--- src/rtl/freq_synth_gen_if.sv ---
// freq_synth_gen_if: control and status bundle of the programmable square-wave
// generator.
//   master (controller/bench): drives en, f_set and load; observes load_ack,
//                              sig, sig_rise, gate_done, f_active and n_cyc.
//   slave  (generator):        the mirror image of master.
// Signals:
//   en        output enable
//   f_set     requested frequency in hundreds of Hz (FW bits)
//   load      single-cycle strobe that captures f_set
//   load_ack  one-cycle pulse the cycle after load is sampled
//   sig       generated square wave
//   sig_rise  one-cycle pulse in the first cycle sig is high
//   gate_done one-cycle pulse on every M-th rising edge of sig
//   f_active  frequency currently being generated (FW bits)
//   n_cyc     rising-edge count within the current gate (7 bits)
interface freq_synth_gen_if #(
    parameter int FW = 14
);
    logic          en;
    logic [FW-1:0] f_set;
    logic          load;
    logic          load_ack;
    logic          sig;
    logic          sig_rise;
    logic          gate_done;
    logic [FW-1:0] f_active;
    logic [6:0]    n_cyc;

    modport master (
        output en, f_set, load,
        input  load_ack, sig, sig_rise, gate_done, f_active, n_cyc
    );

    modport slave (
        input  en, f_set, load,
        output load_ack, sig, sig_rise, gate_done, f_active, n_cyc
    );
endinterface

--- src/rtl/freq_synth_gen.sv ---
// freq_synth_gen: programmable square-wave generator. A modulo-F_CLK phase
// accumulator advances by 2*f_active every clock and toggles sig on each wrap,
// so exactly f_active full periods are produced per F_CLK clocks (frequencies
// in hundreds of Hz). New frequencies are queued by a load strobe and applied
// phase-continuously on the clock that generates the next rising edge, or
// immediately while the generator is idle.
// Ports:
//   clk      system clock, rising edge
//   reset_n  synchronous active-low reset, highest priority
//   bus      freq_synth_gen_if slave modport (see interface file)
module freq_synth_gen #(
    parameter int F_CLK = 35795,  // clock frequency, hundreds of Hz
    parameter int M     = 50,     // rising edges per gate_done pulse
    parameter int FW    = 14,     // frequency word width
    parameter int AW    = 17      // accumulator width, 2^AW > 2*F_CLK
) (
    input  logic             clk,
    input  logic             reset_n,
    freq_synth_gen_if.slave  bus
);
    localparam logic [AW-1:0] F_CLK_W = AW'(F_CLK);
    localparam int            F_HALF  = F_CLK / 2;
    localparam logic [6:0]    M_LAST  = 7'(M - 1);

    // Highest frequency that still yields one toggle per clock at most.
    function automatic logic [FW-1:0] sat_half(input logic [FW-1:0] f);
        if (32'(f) > 32'(F_HALF)) begin
            return FW'(F_HALF);
        end
        return f;
    endfunction

    logic [AW-1:0] acc;
    logic [FW-1:0] f_pend;
    logic          pending;
    logic [FW-1:0] f_act;
    logic          sig_q;
    logic          sig_rise_q;
    logic          gate_done_q;
    logic          load_ack_q;
    logic [6:0]    n_cyc_q;

    logic          run;
    logic [AW-1:0] sum;
    logic          wrap;
    logic          rise_gen;

    // Accumulation only happens with the output enabled and a nonzero rate.
    assign run      = bus.en && (f_act != '0);
    assign sum      = acc + AW'({f_act, 1'b0});
    // acc < F_CLK always holds, so a single subtraction keeps it in range.
    assign wrap     = (sum >= F_CLK_W);
    assign rise_gen = run && wrap && !sig_q;

    always_ff @(posedge clk) begin
        if (!reset_n) begin
            acc         <= '0;
            f_pend      <= '0;
            pending     <= 1'b0;
            f_act       <= '0;
            sig_q       <= 1'b0;
            sig_rise_q  <= 1'b0;
            gate_done_q <= 1'b0;
            load_ack_q  <= 1'b0;
            n_cyc_q     <= '0;
        end else begin
            load_ack_q <= bus.load;

            if (run) begin
                if (wrap) begin
                    acc   <= sum - F_CLK_W;
                    sig_q <= ~sig_q;
                end else begin
                    acc <= sum;
                end
                sig_rise_q  <= rise_gen;
                gate_done_q <= rise_gen && (n_cyc_q == M_LAST);
                if (rise_gen) begin
                    n_cyc_q <= (n_cyc_q == M_LAST) ? 7'd0 : n_cyc_q + 7'd1;
                end
            end else begin
                acc         <= '0;
                sig_q       <= 1'b0;
                sig_rise_q  <= 1'b0;
                gate_done_q <= 1'b0;
                n_cyc_q     <= '0;
            end

            // The rate used for this clock's accumulation is the old one; the
            // applied value takes effect from the next accumulation.
            if (pending && (rise_gen || !run)) begin
                f_act   <= f_pend;
                pending <= 1'b0;
            end

            // A load coinciding with an apply queues behind it (last write wins).
            if (bus.load) begin
                f_pend  <= sat_half(bus.f_set);
                pending <= 1'b1;
            end
        end
    end

    assign bus.sig       = sig_q;
    assign bus.sig_rise  = sig_rise_q;
    assign bus.gate_done = gate_done_q;
    assign bus.load_ack  = load_ack_q;
    assign bus.f_active  = f_act;
    assign bus.n_cyc     = n_cyc_q;
endmodule
--- src/flat_wrapper.sv ---
// flat-port wrapper written by rule: the top's interface ports become plain ports
module freq_synth_gen_flat 
#(
    parameter int F_CLK = 35795,                                    
    parameter int M     = 50,                                        
    parameter int FW    = 14,                            
    parameter int AW    = 17                                          
)
  (clk, reset_n, bus_en, bus_f_set, bus_load, bus_load_ack, bus_sig, bus_sig_rise, bus_gate_done, bus_f_active, bus_n_cyc);
  freq_synth_gen_if #(.FW(FW)) bus_i ();
  input  logic clk;
  input  logic reset_n;
  input wire logic [$bits(bus_i.en)-1:0] bus_en;
  input wire logic [$bits(bus_i.f_set)-1:0] bus_f_set;
  input wire logic [$bits(bus_i.load)-1:0] bus_load;
  output wire logic [$bits(bus_i.load_ack)-1:0] bus_load_ack;
  output wire logic [$bits(bus_i.sig)-1:0] bus_sig;
  output wire logic [$bits(bus_i.sig_rise)-1:0] bus_sig_rise;
  output wire logic [$bits(bus_i.gate_done)-1:0] bus_gate_done;
  output wire logic [$bits(bus_i.f_active)-1:0] bus_f_active;
  output wire logic [$bits(bus_i.n_cyc)-1:0] bus_n_cyc;
  assign bus_i.en = bus_en;
  assign bus_i.f_set = bus_f_set;
  assign bus_i.load = bus_load;
  assign bus_load_ack = bus_i.load_ack;
  assign bus_sig = bus_i.sig;
  assign bus_sig_rise = bus_i.sig_rise;
  assign bus_gate_done = bus_i.gate_done;
  assign bus_f_active = bus_i.f_active;
  assign bus_n_cyc = bus_i.n_cyc;
  freq_synth_gen #(.F_CLK(F_CLK), .M(M), .FW(FW), .AW(AW)) u_core (.clk(clk), .reset_n(reset_n), .bus(bus_i));
endmodule
--- config.mk ---
export PLATFORM = sky130hd
export DESIGN_NAME = freq_synth_gen_flat
export DESIGN_NICKNAME = d
export VERILOG_FILES = /design/src/rtl/freq_synth_gen_if.sv /design/src/rtl/freq_synth_gen.sv /design/src/flat_wrapper.sv
export SDC_FILE = /design/constraint.sdc
export NUM_CORES = 1
export LEC_CHECK = 0
export ABC_AREA = 1
export BUFFER_PORTS_ARGS = -buffer_cell sky130_fd_sc_hd__buf_2
export CORE_UTILIZATION = 30
export DETAILED_ROUTE_END_ITERATION = 7
export GPL_TIMING_DRIVEN = 0
export PLACE_DENSITY = 0.46
export SYNTH_ARGS = -nofsm -noshare
export SYNTH_HDL_FRONTEND = slang
export SYNTH_SLANG_ARGS = --single-unit
--- constraint.sdc ---
create_clock -name clk -period 3.1 [get_ports clk]
set_input_delay 0.31 -clock clk [delete_from_list [all_inputs] [get_ports clk]]
set_output_delay 0.31 -clock clk [all_outputs]
set_load 0.02 [all_outputs]
== Word level (Yosys, flattened, before mapping) ==
Cells that the tools add are included.

* Bits in registers: 57
* Bits of input ports: 18
* Output and inout port bits: 25
* Logic and storage cells: 30

* Add/subtract/negate cells: 3
* $lt $le $gt $ge: 1
* Equality and inequality tests: 1
* Multiplexer cells: 4
* Bitwise operators: 1
* Reduce and logical (&&, ||, !) cells: 11

{| class="wikitable"
|+ Operators by type and width
! operator !! count
|-
| $add A17 B15 Y17 || 1
|-
| $ge A17 B16 Y1 const B || 1
|-
| $mux W17 || 1
|-
| $sub A17 B16 Y17 const B || 1
|-
| $reduce_bool A14 Y1 || 1
|-
| $add A7 B1 Y7 const B || 1
|-
| $eq A7 B6 Y1 const B || 1
|-
| $mux W7 || 1
|-
| $logic_and A1 B1 Y1 || 5
|-
| $logic_not A1 Y1 || 2
|-
| $mux W1 || 2
|-
| $reduce_and A2 Y1 || 1
|-
| $reduce_bool A2 Y1 || 1
|-
| $logic_or A1 B1 Y1 || 1
|-
| $not A1 Y1 || 1
|}

== Longest topological paths before layout ==
Gate-level depths: netlist of the first run.

* Depth in word-level cells: 8
* Mapped depth: 22
* Gate-level depth less buffers: 20

== Worst setup path before layout of the first run ==
No wires, ideal clock.

* Path type: register -> register
* Start: register u_core.f_act[0] (netlist: u_core.bus.f_active[0])
* End: register u_core.f_act[13] (netlist: u_core.bus.f_active[13])
* Library setup time: 0.115 ns
* Data arrival time: 2.500 ns
* Path slack: 0.485 ns
* Cell stages (with the launch flop): 18
* Period minus slack after synthesis: 2.615 ns
* Cell sequence: dfxtp_1 -> ha_1 -> fa_1 -> xnor2_1 -> nand2_1 -> nand3_1 -> nand2_1 -> nand2_1 -> nor2_2 -> nand3_1 -> nand2_2 -> nand2_2 -> nand3_2 -> nand2_2 -> nand2_4 -> buf_6 -> a21oi_1 -> nor2_1

* Cells in the longest elaborated chain, start to end: 6

{| class="wikitable"
|+ Ends and longest elaborated chain
! what !! RTL line !! source
|-
| start, declared || freq_synth_gen.sv:36 || <nowiki>logic [FW-1:0] f_act;</nowiki>
|-
| start signal, assigned || freq_synth_gen.sv:92 || <nowiki>f_act <= f_pend;</nowiki>
|-
| $add A17 B15 Y17 or $reduce_bool A14 Y1 (tied branches) || freq_synth_gen.sv:50, freq_synth_gen.sv:49 ||
|-
| $ge A17 B16 Y1 or $logic_and A1 B1 Y1 (tied branches) || freq_synth_gen.sv:52, freq_synth_gen.sv:49 ||
|-
| $logic_and A1 B1 Y1 (2 in series) || freq_synth_gen.sv:53 || <nowiki>assign rise_gen = run && wrap && !sig_q;</nowiki>
|-
| $logic_or A1 B1 Y1 * || freq_synth_gen.sv:91 || <nowiki>if (pending && (rise_gen || !run)) begin</nowiki>
|-
| $logic_and A1 B1 Y1 * || freq_synth_gen.sv:91 ||
|}

Mark *: on every way between the ends. The rest lies on a longest branch, timed or not.
A chain may end at the register's enable or synchronous reset.

== Worst setup path in the final report of the first run ==
* Start: register u_core.f_act[10] (netlist: u_core.bus.f_active[10])
* End: register u_core.f_act[6] (netlist: u_core.bus.f_active[6])

Same word-level chain as after synthesis.

==> key figures, run 1 <==
Setup path
  • Delay-heaviest family, CP: simple AND/OR/NAND/NOR gates
  • Worst Setup End Kind: register
  • Worst path cell trace: ha_1 -> nand2_1 -> nor2_1 -> and2_1 -> nand2_1 -> nand2_1 -> nand2_1 -> nand2_2 -> nand2_1 -> nor2_2 -> nand2_2 -> nand2_2 -> nand3_2 -> nand2_2 -> nand2_4 -> buf_6 -> a21oi_1 -> nor2_1
  • CP Class: reg2reg
  • Arrival time at the worst endpoint: 3.03 ns
  • Slowest stage delay, CP: 0.42 ns
  • Crit path buffers/inverters: 1
  • Most used cell, CP: nand2_1
  • Startpoint types: register
  • Crit Path Max Fanout: 10
  • Critical path required time: approximately 3.3 ns
  • CP max-delay cell: ha_1

Timing
  • Period utilisation layout: 0.908
  • RSZ-0062 raised after global routing: false
  • Slew HR: 0.609
  • Worst slew pin tran: 0.587 ns
  • Fin crit period: 2.82 ns
  • Setup TNS: 0 ns
  • Slew Limit Fails: 0
  • Setup violators final: 0
  • Worst setup margin: 0.285 ns
  • Fin Clk Skew: a little over 0.008 ns
  • Final Hold Fails: 0
  • Max Fclk: 0.355 GHz

Cells and area
  • Final #Nets: 644
  • Layout cells sized above 1: 0.181
  • Area Growth Syn to Fin: 19.8%
  • Fin util: 0.376
  • Final instance area: between 0.004 and 0.005 mm²
  • # diodes: 0

Placed design
  • GPL Wtd Cong: roughly 0.8
  • Hpwl dp: approximately 8000 µm
  • IO buf count: 42
  • Setup Slack @ Placement: roughly 0.13 ns
  • Placed Instance Area: 0.00403 mm²

Logic synthesis
  • Register area share after synthesis: 0.313
  • Adder-Cell Fraction of Synth Area: 0.0639
  • Leading area contributor after synthesis: dfxtp_1
  • List of most frequent post-synthesis cells: nand2_1 (144), inv_1 (72), dfxtp_1 (57), a21oi_1 (52), nor2_1 (43)
  • Mapped Area: 0.00364 mm²
  • Fraction of registers with async set/reset: 0
  • Most common cell in the netlist: nand2_1
  • Syn nets: slightly below 600
  • Seq cells post-synth: 57
  • Synthesis warning total: 0
  • Number of enable flip-flop cells after synthesis: 0
  • Post-synth cell types: 33
  • Post-synthesis area per instance: 6.56 µm²
  • Synth area leaders: dfxtp_1 (31%), nand2_1 (15%), inv_1 (7.4%), a21oi_1 (7.1%), ha_1 (5.8%)
  • Largest family of logic cells by synthesized area: simple AND/OR/NAND/NOR gates
  • Mux cell area share after synthesis: 0
  • Post-Synth XOR/XNOR Area: 0.0216
  • Top FF cell, synth: dfxtp_1
  • Synth Area in Simple Gates: 0.361
  • Mapped Cells: 555
  • Compound-Gate Fraction of Synth Area: 0.126
  • Area share of the leading cell type in the synthesized netlist: 0.313

Pwr
  • Peak supply drop: 0.342 mV
  • P_leak: approximately 2.1 nW
  • Pwr dens: around 530 mW/mm²
  • Pwr Total: 2.33 mW

Clock network
  • CTS Buffer Depth: 2
  • Worst skew pair latency: 0.32 ns
  • H-tree depth: 3
  • Num Clock Sinks: 57
  • CTS root buffer: clkbuf_16
  • CTS tree: yes
  • Clock Pin Slew Worst Setup and Hold Paths: 0.05 ns
  • Cts hold-fix bufs: 0
  • Num CTS Buffers: 9

Detailed routing
  • DRC: 2
  • DRT Pass-1 Iters: 6
  • Initial DRC Count: about 200
  • DR vias: 3,541
  • Via density: 4.68
  • Average wire per standard cell: about 13 µm
  • Post-Route WL: 9860 µm
  • Antenna viol nets, final: 0

Global routing
  • Largest net degree at the start of global routing: 11
  • Vias in the first global route: 3,432
  • Initial antenna violation count: 0
  • Grt ovf: 0
  • First-pass GRT wire length: 16,800 µm
  • GRT Total Usage: 0.168

Status
  • Status: finished with violations
  • Failing checks: DRC

Floorplan
  • Core ar.: 0.0116 mm²
  • Std cell rows: 39
  • Initial core utilization: 0.314
  • Die Span Y: approximately 110 µm
  • Die W: 112 µm
  • Die area: between 0.01 and 0.015 mm²
  • Top Ports: 43

Job
  • Max-cap violation count: 0

Worst hold path
  • Worst hold path class: in2reg
registers in the layout (all words and copies together) (netlist names):
register / cells
u_core.bus.f_active: 14
u_core.bus.gate_done: 1
u_core.bus.sig: 1
u_core.f_pend: 14
u_core.pending: 1
u_core.acc: 17
u_core.bus.sig_rise: 1
u_core.bus.n_cyc: 7
u_core.bus.load_ack: 1
power breakdown:
part,switching [mW],total (mW),leakage (nW),internal (mW)
clock,0.338,1.06,0.159,0.723
combinational,0.295,0.455,1.49,0.160
sequential,0.0400,0.817,0.466,0.777
total,0.673,2.33,2.12,1.66
logic make-up (layout without fill, tap and decap cells):
logic type,count (synthesis),after routing
simple gates,287,287
buf+inv,96,154
compound gates,88,88
flops,57,57
fa+ha+maj,18,18
xor+xnor,9,9
worst paths after layout:
path                      startpoint                endpoint  slack, ns  cells past startpoint
max          u_core.bus.f_active[10]  u_core.bus.f_active[6]       0.28                     18
max reg2reg  u_core.bus.f_active[10]  u_core.bus.f_active[6]       0.28                     18
min                         bus_load     u_core.bus.load_ack       0.22                      3
min reg2reg         u_core.f_pend[5]        u_core.f_pend[5]       0.46                      2
layout by cell type (no fill, tap or decap), types with 9 or more instances in the layout:
master / n
a21oi_1: 52
buf_2: 46
clkbuf_16: 9
dfxtp_1: 56
ha_1: 16
inv_1: 72
nand2_1: 144
nand2_2: 14
nand3_1: 39
nand3_2: 9
nand4_1: 18
nor2_1: 43
o21ai_0: 28
layer usage:
| layer | GRT usage | up-vias | part of all wire | wire length (µm) |
|---|---|---|---|---|
| met2 | 0.275 | 61 | 0.44 | 4370 |
| met4 | 0.0578 | 0 | 0.022 | 216 |
| met3 | 0.0265 | 16 | 0.028 | 275 |
| met1 | 0.226 | 1563 | 0.51 | 5000 |
| li1 | - | 1901 | - | - |
| met5 | 0 | - | 0 | 0 |
worst register-to-register path: stages, from the launching register on:
cell,delay [ns]
dfxtp_1,0.37
ha_1,0.42
nand2_1,0.14
nor2_1,0.22
and2_1,0.15
nand2_1,0.11
nand2_1,0.09
nand2_1,0.06
nand2_2,0.11
nand2_1,0.09
nor2_2,0.11
nand2_2,0.07
nand2_2,0.06
nand3_2,0.08
nand2_2,0.15
nand2_4,0.12
buf_6,0.17
a21oi_1,0.14
nor2_1,0.06
final cells by class:
| type | count | area [µm²] |
|---|---|---|
| buffer | 16 | 114 |
| clock buffer | 11 | 243 |
| clock inverter | 5 | 78.8 |
| fill | 1299 | 7250 |
| inverter | 80 | 300 |
| multi-input combinational | 402 | 2100 |
| sequential | 57 | 1140 |
| tap | 143 | 179 |
| timing repair buffer | 42 | 210 |
through the flow:
stage	cells	hold slack, ns
floorplan	555	0.422
global placement	740	0.449
detailed placement	740	0.455
CTS	756	0.218
global route	756	0.226
finish	756	0.223
repair_timing:
item | CTS | global route
gates resized for setup | 0 | 4
setup buffers | 0 | 0
setup endpoints to repair | 0 | 38
Note: power is estimated with default switching activity, not from simulation.
==> run 2: changes to the inputs <==
PLACE_DENSITY = not set   (was 0.46)
PLACE_DENSITY_LB_ADDON = 0.25   (was not set)
==> key figures, run 2 (synthesis gave the netlist of run 1 again) <==
Status
  • Status: finished with violations
  • Failing checks: DRC

Detailed routing
  • DR vias: about 3.6k
  • Antenna viol nets, final: 0
  • Via density: about 4.7
  • DRT Pass-1 Iters: 6
  • Average wire per standard cell: roughly 12 µm
  • Initial DRC Count: 153
  • DRC: 2
  • Post-Route WL: 9350 µm

Cells and area
  • # diodes: 0
  • Commonest cells after routing, fill and taps aside: nand2_1 (144), inv_1 (72), dfxtp_1 (57)
  • Max FFs per register: 17
  • Fin util: 0.374
  • Final #Nets: 644
  • Layout cells sized above 1: 0.183
  • Non-filler instance count after layout: 756
  • Most common cell after layout, fill and taps aside: nand2_1
  • Final instance area: 0.00434 mm²
  • Area Growth Syn to Fin: 19.2%
  • Top reg by flops: u_core.acc

Global routing
  • Vias in the first global route: 3,353
  • First-pass GRT wire length: 16,000 µm
  • Grt ovf: 0
  • Initial antenna violation count: 0
  • Largest net degree at the start of global routing: 11
  • GRT Total Usage: 0.159

Setup path
  • Register-to-register setup slack: about 0.30 ns
  • Critical path required time: 3.31 ns
  • Worst Setup End Kind: register
  • Arrival time at the worst endpoint: 3.01 ns
  • CP Class: reg2reg
  • Crit Path Max Fanout: 10
  • Startpoint types: register

Timing
  • Period utilisation layout: 0.904
  • Slew Limit Fails: 0
  • Hold Slack: 0.225 ns
  • Final Hold Fails: 0
  • Fin crit period: 2.80 ns
  • Setup violators final: 0
  • Worst slew pin tran: 0.580 ns
  • Worst setup margin: 0.299 ns
  • Setup TNS: 0 ns
  • RSZ-0062 raised after global routing: false
  • Max Fclk: 0.357 GHz
  • Fin Clk Skew: 0.00379 ns
  • Slew HR: 0.613

Pwr
  • Clock network fraction of design power: 0.412
  • Pwr Total: 2.17 mW
  • Sequential power share: 0.376
  • P_leak: approximately 2.1 nW
  • Power share of the combinational group: 0.212
  • Switching Fraction: 0.300
  • Total internal power: 1.52 mW
  • Pwr dens: 500 mW/mm²
  • Peak supply drop: 0.332 mV
  • Switching power: around 650 µW

Floorplan
  • Initial core utilization: 0.314
  • Die Span Y: between 100 and 150 µm
  • Top Ports: 43
  • Die area: 0.0126 mm²
  • Core ar.: 0.0116 mm²
  • Std cell rows: 39
  • Die W: 112 µm

Placed design
  • Placed Cells: 740
  • Hpwl dp: 7550 µm
  • Setup Slack @ Placement: 0.117 ns
  • GPL Wtd Cong: about 0.84
  • Placed Instance Area: 0.00403 mm²
  • IO buf count: 42

Worst hold path
  • Worst hold path class: in2reg

Clock network
  • Post-CTS setup buffers: 0
  • CTS tree: yes
  • Num Clock Sinks: 57
  • Worst skew pair latency: 0.32 ns
  • CTS Buffer Depth: 2
  • H-tree depth: 3
  • CTS root buffer: clkbuf_16
  • Clock Pin Slew Worst Setup and Hold Paths: 0.05 ns
  • Num CTS Buffers: 9
  • Cts hold-fix bufs: 0

Job
  • Max-cap violation count: 0
run 2: changes by cell type in the layout (fill, tap and decap cells not counted), sizes merged:
cell,delta
clkbuf,+2
bufinv,-2
run 2: repair_timing:
item | CTS | global route
resized for setup | 0 | 7
hold endpoints to repair | 0 | 0
setup endpoints to repair | 0 | 30
run 2: area by class of cell:
class / count / area [µm²]
Inverter: 80 / 300
Tap cell: 143 / 179
Fill cell: 1295 / 7270
Sequential cell: 57 / 1140
Timing Repair Buffer: 42 / 210
Buffer: 16 / 114
Multi-Input combinational cell: 402 / 2120
Clock buffer: 13 / 260
Clock inverter: 3 / 15.0
run 2: path summary, 6_finish.rpt:
path / startpoint / end / cells past startpoint
hold reg to reg: u_core.f_pend[4] / u_core.f_pend[4] / 2
setup reg to reg: u_core.bus.f_active[0] / u_core.bus.f_active[13] / 19
hold / removal: bus_load / u_core.bus.load_ack / 3
setup / recovery: u_core.bus.f_active[0] / u_core.bus.f_active[13] / 19
run 2: power by group through the flow:
stage	logic (mW)	registers, mW	clock network, mW
2_1_floorplan	0.321	0.839	0
3_3_place_gp	0.448	0.831	0
3_5_place_dp	0.453	0.831	0
4_1_cts	0.455	0.817	0.913
5_1_grt	0.520	0.822	0.954
6_report	0.460	0.818	0.894
run 2: layer usage:
metal  part of all wire  routed length [µm]  vias to the layer above  global-route usage
met5                  0                   0                        -                   0
met4              0.011                  99                        0              0.0533
met3              0.034                 316                        7              0.0232
met2               0.46                4310                       62               0.268
met1               0.49                4620                     1575               0.209
li1                   -                   -                     1914                   -
run 2: critical path, stage by stage (launching register included):
cell	delay, ns
dfxtp_1	0.36
ha_4	0.20
fa_2	0.39
nand3_1	0.13
nand2_2	0.10
nand2_1	0.06
nand2_1	0.11
nand2_1	0.09
nand2_1	0.08
nor2_2	0.17
nand3_1	0.15
nand2_2	0.12
nand2_2	0.05
nand3_2	0.07
nand2_2	0.10
nand2_4	0.15
buf_8	0.17
nand3_2	0.06
nand2_1	0.07
nor2_1	0.04
